--- src/rtl/elevator_call_panel_pkg.sv ---
// Shared types for the elevator call panel: floor index, FSM states and
// the floor-to-lamp one-hot helper.
package elevator_pkg;

  localparam int unsigned NUM_FLOORS = 4;

  typedef logic [1:0] floor_t;

  typedef enum logic [1:0] {
    IDLE,
    ACTIVE,
    DWELL,
    HALT
  } state_t;

  function automatic logic [NUM_FLOORS-1:0] floor_onehot(input floor_t f);
    logic [NUM_FLOORS-1:0] v;
    v    = '0;
    v[f] = 1'b1;
    return v;
  endfunction

endpackage

--- src/rtl/elevator_call_panel_debounce.sv ---
// One floor button: 2-flop synchronizer plus debounce counter that emits a
// single registered accept pulse per press.
module call_debounce #(
  parameter int unsigned DEBOUNCE_CYCLES = 4
) (
  input  logic clk,
  input  logic reset,
  input  logic i_btn,
  output logic o_accept
);

  localparam int unsigned CW = $clog2(DEBOUNCE_CYCLES + 1);

  logic          r_sync1;
  logic          r_sync2;
  logic [CW-1:0] r_cnt;
  logic          r_accept;

  // Counter parks at DEBOUNCE_CYCLES until the level drops, so a held
  // button produces exactly one accept.
  always_ff @(posedge clk or negedge reset) begin
    if (!reset) begin
      r_sync1  <= 1'b0;
      r_sync2  <= 1'b0;
      r_cnt    <= '0;
      r_accept <= 1'b0;
    end else begin
      r_sync1 <= i_btn;
      r_sync2 <= r_sync1;
      if (!r_sync2) begin
        r_cnt    <= '0;
        r_accept <= 1'b0;
      end else if (r_cnt != CW'(DEBOUNCE_CYCLES)) begin
        r_cnt    <= r_cnt + CW'(1);
        r_accept <= (r_cnt == CW'(DEBOUNCE_CYCLES - 1));
      end else begin
        r_accept <= 1'b0;
      end
    end
  end

  assign o_accept = r_accept;

endmodule

--- src/rtl/elevator_call_panel.sv ---
// Call front-end: latches debounced floor calls, picks the nearest pending
// floor and presents it to the controller until the car has dwelt there.
module elevator_call_panel
  import elevator_pkg::*;
#(
  parameter int unsigned DEBOUNCE_CYCLES = 4,
  parameter int unsigned SERVICE_CYCLES  = 3
) (
  input  logic                  clk,
  input  logic                  reset,
  input  logic [NUM_FLOORS-1:0] btn,
  input  logic [1:0]            current_floor,
  input  logic                  motor_stop,
  input  logic                  emergency_stop,
  output logic [NUM_FLOORS-1:0] floor_req,
  output logic [NUM_FLOORS-1:0] pending,
  output logic                  served
);

  localparam int unsigned DW = $clog2(SERVICE_CYCLES + 1);

  state_t                r_state;
  floor_t                r_target;
  logic [DW-1:0]         r_dwell;
  logic [NUM_FLOORS-1:0] r_floor_req;
  logic [NUM_FLOORS-1:0] r_pending;
  logic                  r_served;

  logic [NUM_FLOORS-1:0] w_accept;
  logic [NUM_FLOORS-1:0] w_take;
  logic [NUM_FLOORS-1:0] w_clear;
  floor_t                w_sel;
  floor_t                w_best_d;
  floor_t                w_d;
  logic                  w_found;
  logic                  w_at_target;
  logic                  w_serve;

  for (genvar g = 0; g < NUM_FLOORS; g++) begin : g_deb
    call_debounce #(
      .DEBOUNCE_CYCLES(DEBOUNCE_CYCLES)
    ) u_deb (
      .clk     (clk),
      .reset   (reset),
      .i_btn   (btn[g]),
      .o_accept(w_accept[g])
    );
  end

  // A press for the floor the car is already stopped at is dropped.
  always_comb begin
    w_take = '0;
    for (int unsigned i = 0; i < NUM_FLOORS; i++) begin
      w_take[i] = w_accept[i] && !(motor_stop && (current_floor == floor_t'(i)));
    end
  end

  // Nearest pending floor; scanning upward with <= lets ties go higher.
  always_comb begin
    w_sel    = '0;
    w_best_d = '0;
    w_d      = '0;
    w_found  = 1'b0;
    for (int unsigned i = 0; i < NUM_FLOORS; i++) begin
      w_d = (floor_t'(i) >= current_floor) ? (floor_t'(i) - current_floor)
                                           : (current_floor - floor_t'(i));
      if (r_pending[i] && (!w_found || (w_d <= w_best_d))) begin
        w_sel    = floor_t'(i);
        w_best_d = w_d;
        w_found  = 1'b1;
      end
    end
  end

  assign w_at_target = motor_stop && (current_floor == r_target);
  assign w_serve     = !emergency_stop && w_at_target &&
                       (((r_state == DWELL) && (r_dwell == DW'(SERVICE_CYCLES - 1))) ||
                        ((r_state == ACTIVE) && (SERVICE_CYCLES == 1)));
  assign w_clear     = w_serve ? floor_onehot(r_target) : '0;

  always_ff @(posedge clk or negedge reset) begin
    if (!reset) begin
      r_pending <= '0;
    end else begin
      r_pending <= (r_pending | w_take) & ~w_clear;
    end
  end

  always_ff @(posedge clk or negedge reset) begin
    if (!reset) begin
      r_state     <= IDLE;
      r_target    <= '0;
      r_dwell     <= '0;
      r_floor_req <= '0;
      r_served    <= 1'b0;
    end else begin
      r_served <= 1'b0;
      if (emergency_stop) begin
        r_state     <= HALT;
        r_floor_req <= '0;
        r_dwell     <= '0;
        r_target    <= '0;
      end else begin
        case (r_state)
          IDLE: begin
            if (r_pending != '0) begin
              r_target    <= w_sel;
              r_floor_req <= floor_onehot(w_sel);
              r_state     <= ACTIVE;
            end else begin
              r_floor_req <= '0;
            end
          end
          ACTIVE: begin
            if (w_serve) begin
              r_served    <= 1'b1;
              r_floor_req <= '0;
              r_dwell     <= '0;
              r_state     <= IDLE;
            end else if (w_at_target) begin
              r_dwell <= DW'(1);
              r_state <= DWELL;
            end
          end
          DWELL: begin
            if (w_serve) begin
              r_served    <= 1'b1;
              r_floor_req <= '0;
              r_dwell     <= '0;
              r_state     <= IDLE;
            end else if (w_at_target) begin
              r_dwell <= r_dwell + DW'(1);
            end else begin
              r_dwell <= '0;
              r_state <= ACTIVE;
            end
          end
          HALT: begin
            r_state <= IDLE;
          end
          default: begin
            r_state <= IDLE;
          end
        endcase
      end
    end
  end

  assign floor_req = r_floor_req;
  assign pending   = r_pending;
  assign served    = r_served;

endmodule

--- config.mk ---
export PLATFORM = sky130hd
export DESIGN_NAME = elevator_call_panel
export DESIGN_NICKNAME = d
export VERILOG_FILES = /design/src/rtl/elevator_call_panel_pkg.sv /design/src/rtl/elevator_call_panel_debounce.sv /design/src/rtl/elevator_call_panel.sv
export SDC_FILE = /design/constraint.sdc
export NUM_CORES = 1
export LEC_CHECK = 0
export ABC_AREA = 1
export BUFFER_PORTS_ARGS = -buffer_cell sky130_fd_sc_hd__buf_2
export CAP_MARGIN = 20
export CORE_ASPECT_RATIO = 0.9
export CORE_UTILIZATION = 51
export CTS_CLUSTER_SIZE = 8
export DETAILED_ROUTE_END_ITERATION = 6
export PLACE_DENSITY = 0.7
export SYNTH_ARGS = -nofsm -noshare
export SYNTH_HDL_FRONTEND = slang
export SYNTH_SLANG_ARGS = --single-unit
--- constraint.sdc ---
create_clock -name clk -period 4.4 [get_ports clk]
set_input_delay 0.66 -clock clk [delete_from_list [all_inputs] [get_ports clk]]
set_output_delay 0.66 -clock clk [all_outputs]
set_load 0.02 [all_outputs]
### After elaboration in Yosys (flattened, before gate mapping)

Cells that the tools add are included.

| operators by class | value |
|---|---|
| $add $sub $neg | 12 |
| $mul | 0 |
| div/mod/pow operators | 0 |
| $lt $le $gt $ge | 11 |
| equal/unequal tests | 24 |
| shift operators | 0 |
| mux-type cells | 57 |
| bitwise operators | 3 |
| reductions and logical operators | 40 |

Operator list:

| operator | count |
|---|---|
| $mux W2 | 23 |
| $mux W3 | 8 |
| $logic_and A1 B1 Y1 | 17 |
| $mux W1 | 17 |
| $mux W4 | 4 |
| $ne A3 B3 Y1 const B | 5 |
| $add A3 B1 Y3 const B | 4 |
| $eq A3 B2 Y1 const B | 4 |
| $eq A2 B2 Y1 const B | 5 |
| $logic_not A1 Y1 | 8 |
| $ne A2 B2 Y1 const B | 4 |
| $ne A4 B4 Y1 const B | 2 |
| $pmux W2 S4 | 1 |
| $pmux W4 S2 | 1 |
| $le A2 B2 Y1 | 3 |
| $lt A2 B3 Y1 const B | 2 |
| $reduce_and A2 Y1 | 3 |
| $reduce_bool A3 Y1 | 2 |
| $and A4 B4 Y4 | 1 |
| $demux W1 S2 | 2 |
| $eq A2 B1 Y1 const B | 2 |
| $ge A1 B2 Y1 const A | 2 |
| $ge A2 B1 Y1 const B | 2 |
| $ge A2 B2 Y1 const A | 2 |
| other kinds (16) | 23 |

| storage, ports and cells | value |
|---|---|
| bits in registers | 39 |
| bits in latches | 0 |
| RAM bits | 0 |
| ROM bits | 0 |
| input bits | 10 |
| output and inout port bits | 9 |
| word-level logic and storage cells | 169 |
| memories kept | 0 |

### Depth between registers and ports, before layout

| depth | value |
|---|---|
| word-level depth | 22 |
| depth in mapped cells | 22 |

### Modules after synthesis

A second synthesis with hierarchy kept.

| second synthesis, totals | value |
|---|---|
| cells, all modules | 245 |
| area, all modules | 2,204.6 um2 |

Modules (own cells, without submodules):

| module | instances | cells an instance | area each (um2) |
|---|---|---|---|
| elevator_call_panel | 1 | 153 | 1,183.6 |
| call_debounce | 4 | 23 | 255.2 |

### Worst setup path before layout

No wires, ideal clock.

| timing | value |
|---|---|
| path type | input port to flip-flop |
| start | input port current_floor[0] |
| end | register r_target[0] |
| library setup time | 121 ps |
| data arrival time | 2,925 ps |
| data required time | 4,279 ps |
| path slack | 1,354 ps |
| stages on the path | 18 |
| buffers on the path | 0 |
| cell sequence | inv_1 ha_1 o31ai_1 inv_1 ha_1 or2_1 nand3_1 nand2_1 nand2_2 o21ai_1 ha_1 inv_1 o21bai_1 nand3_1 nand2_1 inv_1 o21ai_1 nand2_1 |

| on the way | value |
|---|---|
| word-level cells in the longest chain between the ends | 18 |

RTL lines:

| what | line | source |
|---|---|---|
| from (decl) | elevator_call_panel.sv:12 | `input logic [1:0] current_floor,` |
| $sub A1 B2 Y2 / $ge A1 B2 Y1 (equally long branches) | elevator_call_panel.sv:65 | `w_d = (floor_t'(i) >= current_floor) ? (floor_t'(i) - current_floor)` |
| $mux W2 | elevator_call_panel.sv:65 |  |
| $mux W2 | elevator_call_panel.sv:67 | `if (r_pending[i] && (!w_found \|\| (w_d <= w_best_d))) begin` |
| $le A2 B2 Y1 | elevator_call_panel.sv:67 |  |
| $logic_or A1 B1 Y1 | elevator_call_panel.sv:67 |  |
| $logic_and A1 B1 Y1 | elevator_call_panel.sv:67 |  |
| $mux W2 / $mux W1 (equally long branches) | elevator_call_panel.sv:67 |  |
| $le A2 B2 Y1 / $logic_not A1 Y1 (equally long branches) | elevator_call_panel.sv:67 |  |
| [... 2 more ...] | n/a |  |
| $mux W2 / $mux W1 (equally long branches) | elevator_call_panel.sv:67 |  |
| $le A2 B2 Y1 / $logic_not A1 Y1 (equally long branches) | elevator_call_panel.sv:67 |  |
| $logic_or A1 B1 Y1 | elevator_call_panel.sv:67 |  |
| $logic_and A1 B1 Y1 | elevator_call_panel.sv:67 |  |
| $mux W2 * | elevator_call_panel.sv:67 |  |
| $mux W2 * | elevator_call_panel.sv:106 | `if (r_pending != '0) begin` |
| $mux W2 * | elevator_call_panel.sv:104 | `case (r_state)` |
| $mux W2 * | elevator_call_panel.sv:98 | `if (emergency_stop) begin` |
| to (signal assigned) | elevator_call_panel.sv:107 | `r_target <= w_sel;` |
| to (decl) | elevator_call_panel.sv:23 | `floor_t r_target;` |

Every way passes the cells marked *; elsewhere a longest branch is shown, timed or not. The select of a mux whose other input is x is not followed.
A chain may end at the register's enable or synchronous reset.

### Worst setup path after layout

Same ends and word-level chain as after synthesis.

==> flow_metrics.env <==
export IMPL_run_status="finished, violations left"
export IMPL_violations="DRC"
export IMPL_final_antenna_net_count=0
export IMPL_detailedPlacementHpwl_um=2645
export IMPL_drt_pass1_iterations=7
export IMPL_end_kind="flip-flop"
export IMPL_routed_via_density=4.975
export IMPL_nets=312
export IMPL_setup_viol=0
export IMPL_portBuffers=18
export IMPL_io_pin_count=19
export IMPL_largest_area_contributor_in_the_synthesized_netlist="sky130_fd_sc_hd__dfrtp_1"
export IMPL_post_cts_resized_instances=0
export IMPL_clock_latency_ns=0.29
export IMPL_placementRows=22
export IMPL_cts_setup_buffers=0
export IMPL_grt_start_max_net_pins=40
export IMPL_areaGrowthSynthToFinish_pct=11.37
export IMPL_grt_overflow_total=0
export IMPL_path_cells="buf_2, inv_1, ha_1, o31ai_1, inv_1, ha_1, or2_1, nand3_1, nand2_1, nand2_2, o21ai_1, ha_1, inv_1, o21bai_1, nand3_1, nand2_1, inv_1, o21ai_1, nand2_1"
export IMPL_synth_area_um2=2157
export IMPL_cts_tree="done"
export IMPL_critical_path_most_common_cell="sky130_fd_sc_hd__inv_1"
export IMPL_power_density_cell_area_nw_per_um2=563.6
export IMPL_grt_usage_pct=18.56
export IMPL_final_power_mw=1.354
export IMPL_numCtsBuffers=5
export IMPL_ys_warnings_count=0
export IMPL_final_hold_fails=0
export IMPL_fmax_mhz=310.4
export IMPL_die_area_um2=4494
export IMPL_core_region_area_um2=4074
export IMPL_syn_mean_instance_area_um2=8.526
export IMPL_final_min_clock_period_ns=3.221
export IMPL_synthFlopType="sky130_fd_sc_hd__dfrtp_1"
export IMPL_crit_path_max_incr_delay_ns=0.30
export IMPL_classification_of_the_worst_setup_path="primary input to flip-flop"
export IMPL_grt_pass1_wl_um=6361
export IMPL_leakagePower_nw=1.318
export IMPL_pre_cts_slack_ns=0.8736
export IMPL_final_critical_path_setup_slack_ns=1.179
export IMPL_dr_first_iter_drc_count=52
export IMPL_cts_root_buf="sky130_fd_sc_hd__clkbuf_8"
export IMPL_final_period_utilization_pct=73.21
export IMPL_synth_async_reset_ratio_pct=100.0
export IMPL_final_max_slew_violation_count=0
export IMPL_timing_max_slew_rel_slack_pct=44.07
export IMPL_clock_skew_ns=0.005750
export IMPL_drt_total_wl_um=3499
export IMPL_cp_required_ns=4.58
export IMPL_cell_types_with_the_largest_area_share_after_synthesis="sky130_fd_sc_hd__dfrtp_1, sky130_fd_sc_hd__ha_1, sky130_fd_sc_hd__nand2_1"
export IMPL_setup_tns_final_ns=0
export IMPL_final_layout_size_suffix_gt1_share_pct=16.55
export IMPL_fillers=372
export IMPL_drc=4
export IMPL_tritoncts_num_sinks=39
export IMPL_cts_htree_levels=2
export IMPL_holdCritPathClass="flip-flop to flip-flop"
export IMPL_ys_types=22
export IMPL_ctsHoldBuffers=0
export IMPL_max_clock_path_buffers=2
export IMPL_place_gp_congestion=0.8422
export IMPL_yosys_area_top_type_share_pct=45.24
export IMPL_grt_pass1_vias=1508
export IMPL_transition_time_at_the_pin_with_the_least_slew_margin_ns=0.8389
export IMPL_worstSetupStartpointType="primary input"
export IMPL_crit_slowest_cell="sky130_fd_sc_hd__ha_1"
export IMPL_unrepaired_setup_endpoints_after_global_routing="false"
export IMPL_detailroute_via_count=1622
export IMPL_effective_utilization_at_floorplan_pct=52.95
export IMPL_vdd_ir_drop_max_uv=238.5
export IMPL_maxCapViolations=0
export IMPL_cp_arrival_ns=3.40
export IMPL_critical_path_max_fanout=8
export IMPL_synth_enable_flop_cells=0
export IMPL_die_height_um=63.70
export IMPL_die_w_um=70.55
export IMPL_number_of_register_bits_inferred_by_synthesis=39
export IMPL_antenna_cells=0
export IMPL_worst_setup_hold_path_clk_slew_ns=0.07
export IMPL_sequential_area_share_after_synthesis_pct=45.24
export IMPL_synthesis_instances=253
export IMPL_average_wire_per_cell_in_the_routed_design_um=10.73
export IMPL_initial_antenna_violation_count=0
export IMPL_synth_net_count=288
state kept, by name, indices dropped and copies added, names as in the netlist, 4 cells and up:
signal                count
g_deb.u_deb.r_cnt        12
floor_req                 4
g_deb.u_deb.o_accept      4
g_deb.u_deb.r_sync1       4
g_deb.u_deb.r_sync2       4
pending                   4
critical path: cells and delay by family:
| family | cells | cell delay (ns) |
|---|---|---|
| adders and majority gates | 3 | 0.83 |
| buffers and inverters | 5 | 0.51 |
| AOI/OAI and AO/OA | 4 | 0.60 |
| and+or+nand+nor | 7 | 0.80 |
power breakdown:
group	total (mW)	internal (mW)	switching (mW)
sequential	0.547	0.456	0.0915
clock	0.262	0.143	0.119
combinational	0.545	0.204	0.341
total	1.35	0.803	0.551
synth_stat cells, types with 2 or more instances:
cell type	number
sky130_fd_sc_hd__a31o_1	4
sky130_fd_sc_hd__o21ai_0	5
sky130_fd_sc_hd__inv_1	42
sky130_fd_sc_hd__nand2_2	5
sky130_fd_sc_hd__nand3_2	4
sky130_fd_sc_hd__o21ai_1	8
sky130_fd_sc_hd__dfrtp_1	39
sky130_fd_sc_hd__nor2_2	2
sky130_fd_sc_hd__a21oi_1	10
sky130_fd_sc_hd__nor2_4	2
sky130_fd_sc_hd__ha_1	25
sky130_fd_sc_hd__nor2_1	16
sky130_fd_sc_hd__nand3_1	15
sky130_fd_sc_hd__nand4_1	4
sky130_fd_sc_hd__inv_2	6
sky130_fd_sc_hd__nand2_1	60
metal layers:
metal  vias to the layer above  routed length (µm)  share of wire [%]  global-route usage [%]
met4                         0                  76                2.2                   10.00
met2                        31                1550                 44                   29.37
met5                         -                   0                  0                       0
met3                         8                 143                4.1                   4.160
met1                       738                1729                 49                   23.76
li1                        845                   -                  -                       -
worst paths after layout:
check	startpoint	to	slack, ns	depth (start not counted)
worst max register to register	pending[0]$_DFF_PN0_	r_target[0]$_DFFE_PN0P_	1.45	18
worst min-delay path	g_deb[3].u_deb.r_sync1$_DFF_PN0_	g_deb[3].u_deb.r_sync2$_DFF_PN0_	0.35	0
min in group asynchronous	reset	floor_req[1]$_DFFE_PN0P_	0.46	1
worst max-delay path	current_floor[0]	r_target[0]$_DFFE_PN0P_	1.18	19
max in group asynchronous	reset	r_dwell[0]$_DFFE_PN0P_	3.40	1
worst min register to register	g_deb[3].u_deb.r_sync1$_DFF_PN0_	g_deb[3].u_deb.r_sync2$_DFF_PN0_	0.35	0
metrics by stage:
stage | std cells | cell area [µm²] | util, % | hold WS, ns
floorplan | 253 | 2157 | - | 0.3312
global placement | 318 | 2302 | 56.51 | 0.3324
detailed placement | 318 | 2302 | 56.51 | 0.3365
CTS | 326 | 2402 | 58.97 | 0.3530
global route | 326 | 2402 | 58.97 | 0.3558
finish | 326 | 2402 | 58.97 | 0.3499
cells by family after synthesis:
logic type | after synthesis | synth area share (%)
AO/OA/AOI/OAI | 30 | 8.063
adder cells (fa/ha/maj) | 25 | 14.50
buffers and inverters | 49 | 8.584
flip-flops | 39 | 45.24
AND/OR/NAND/NOR | 110 | 23.61
cell type report:
| class | instances | area (µm²) | area share (%) |
|---|---|---|---|
| Tap cell | 48 | 60.06 | 2.500 |
| Multi-Input combinational cell | 165 | 996.0 | 41.46 |
| Sequential cell | 39 | 975.9 | 40.63 |
| Timing Repair Buffer | 18 | 90.09 | 3.750 |
| Clock buffer | 8 | 100.1 | 4.167 |
| Inverter | 48 | 180.2 | 7.500 |
layout by cell type (no fill, tap or decap), types with 5 or more instances in the layout:
master,instances
sky130_fd_sc_hd__clkbuf_8,7
sky130_fd_sc_hd__inv_2,6
sky130_fd_sc_hd__nand2_2,5
sky130_fd_sc_hd__a21oi_1,10
sky130_fd_sc_hd__buf_2,18
sky130_fd_sc_hd__nand2_1,60
sky130_fd_sc_hd__o21ai_0,5
sky130_fd_sc_hd__inv_1,42
sky130_fd_sc_hd__ha_1,25
sky130_fd_sc_hd__o21ai_1,8
sky130_fd_sc_hd__nor2_1,16
sky130_fd_sc_hd__nand3_1,15
sky130_fd_sc_hd__dfrtp_1,39
Power figures use the tool's default switching activity.
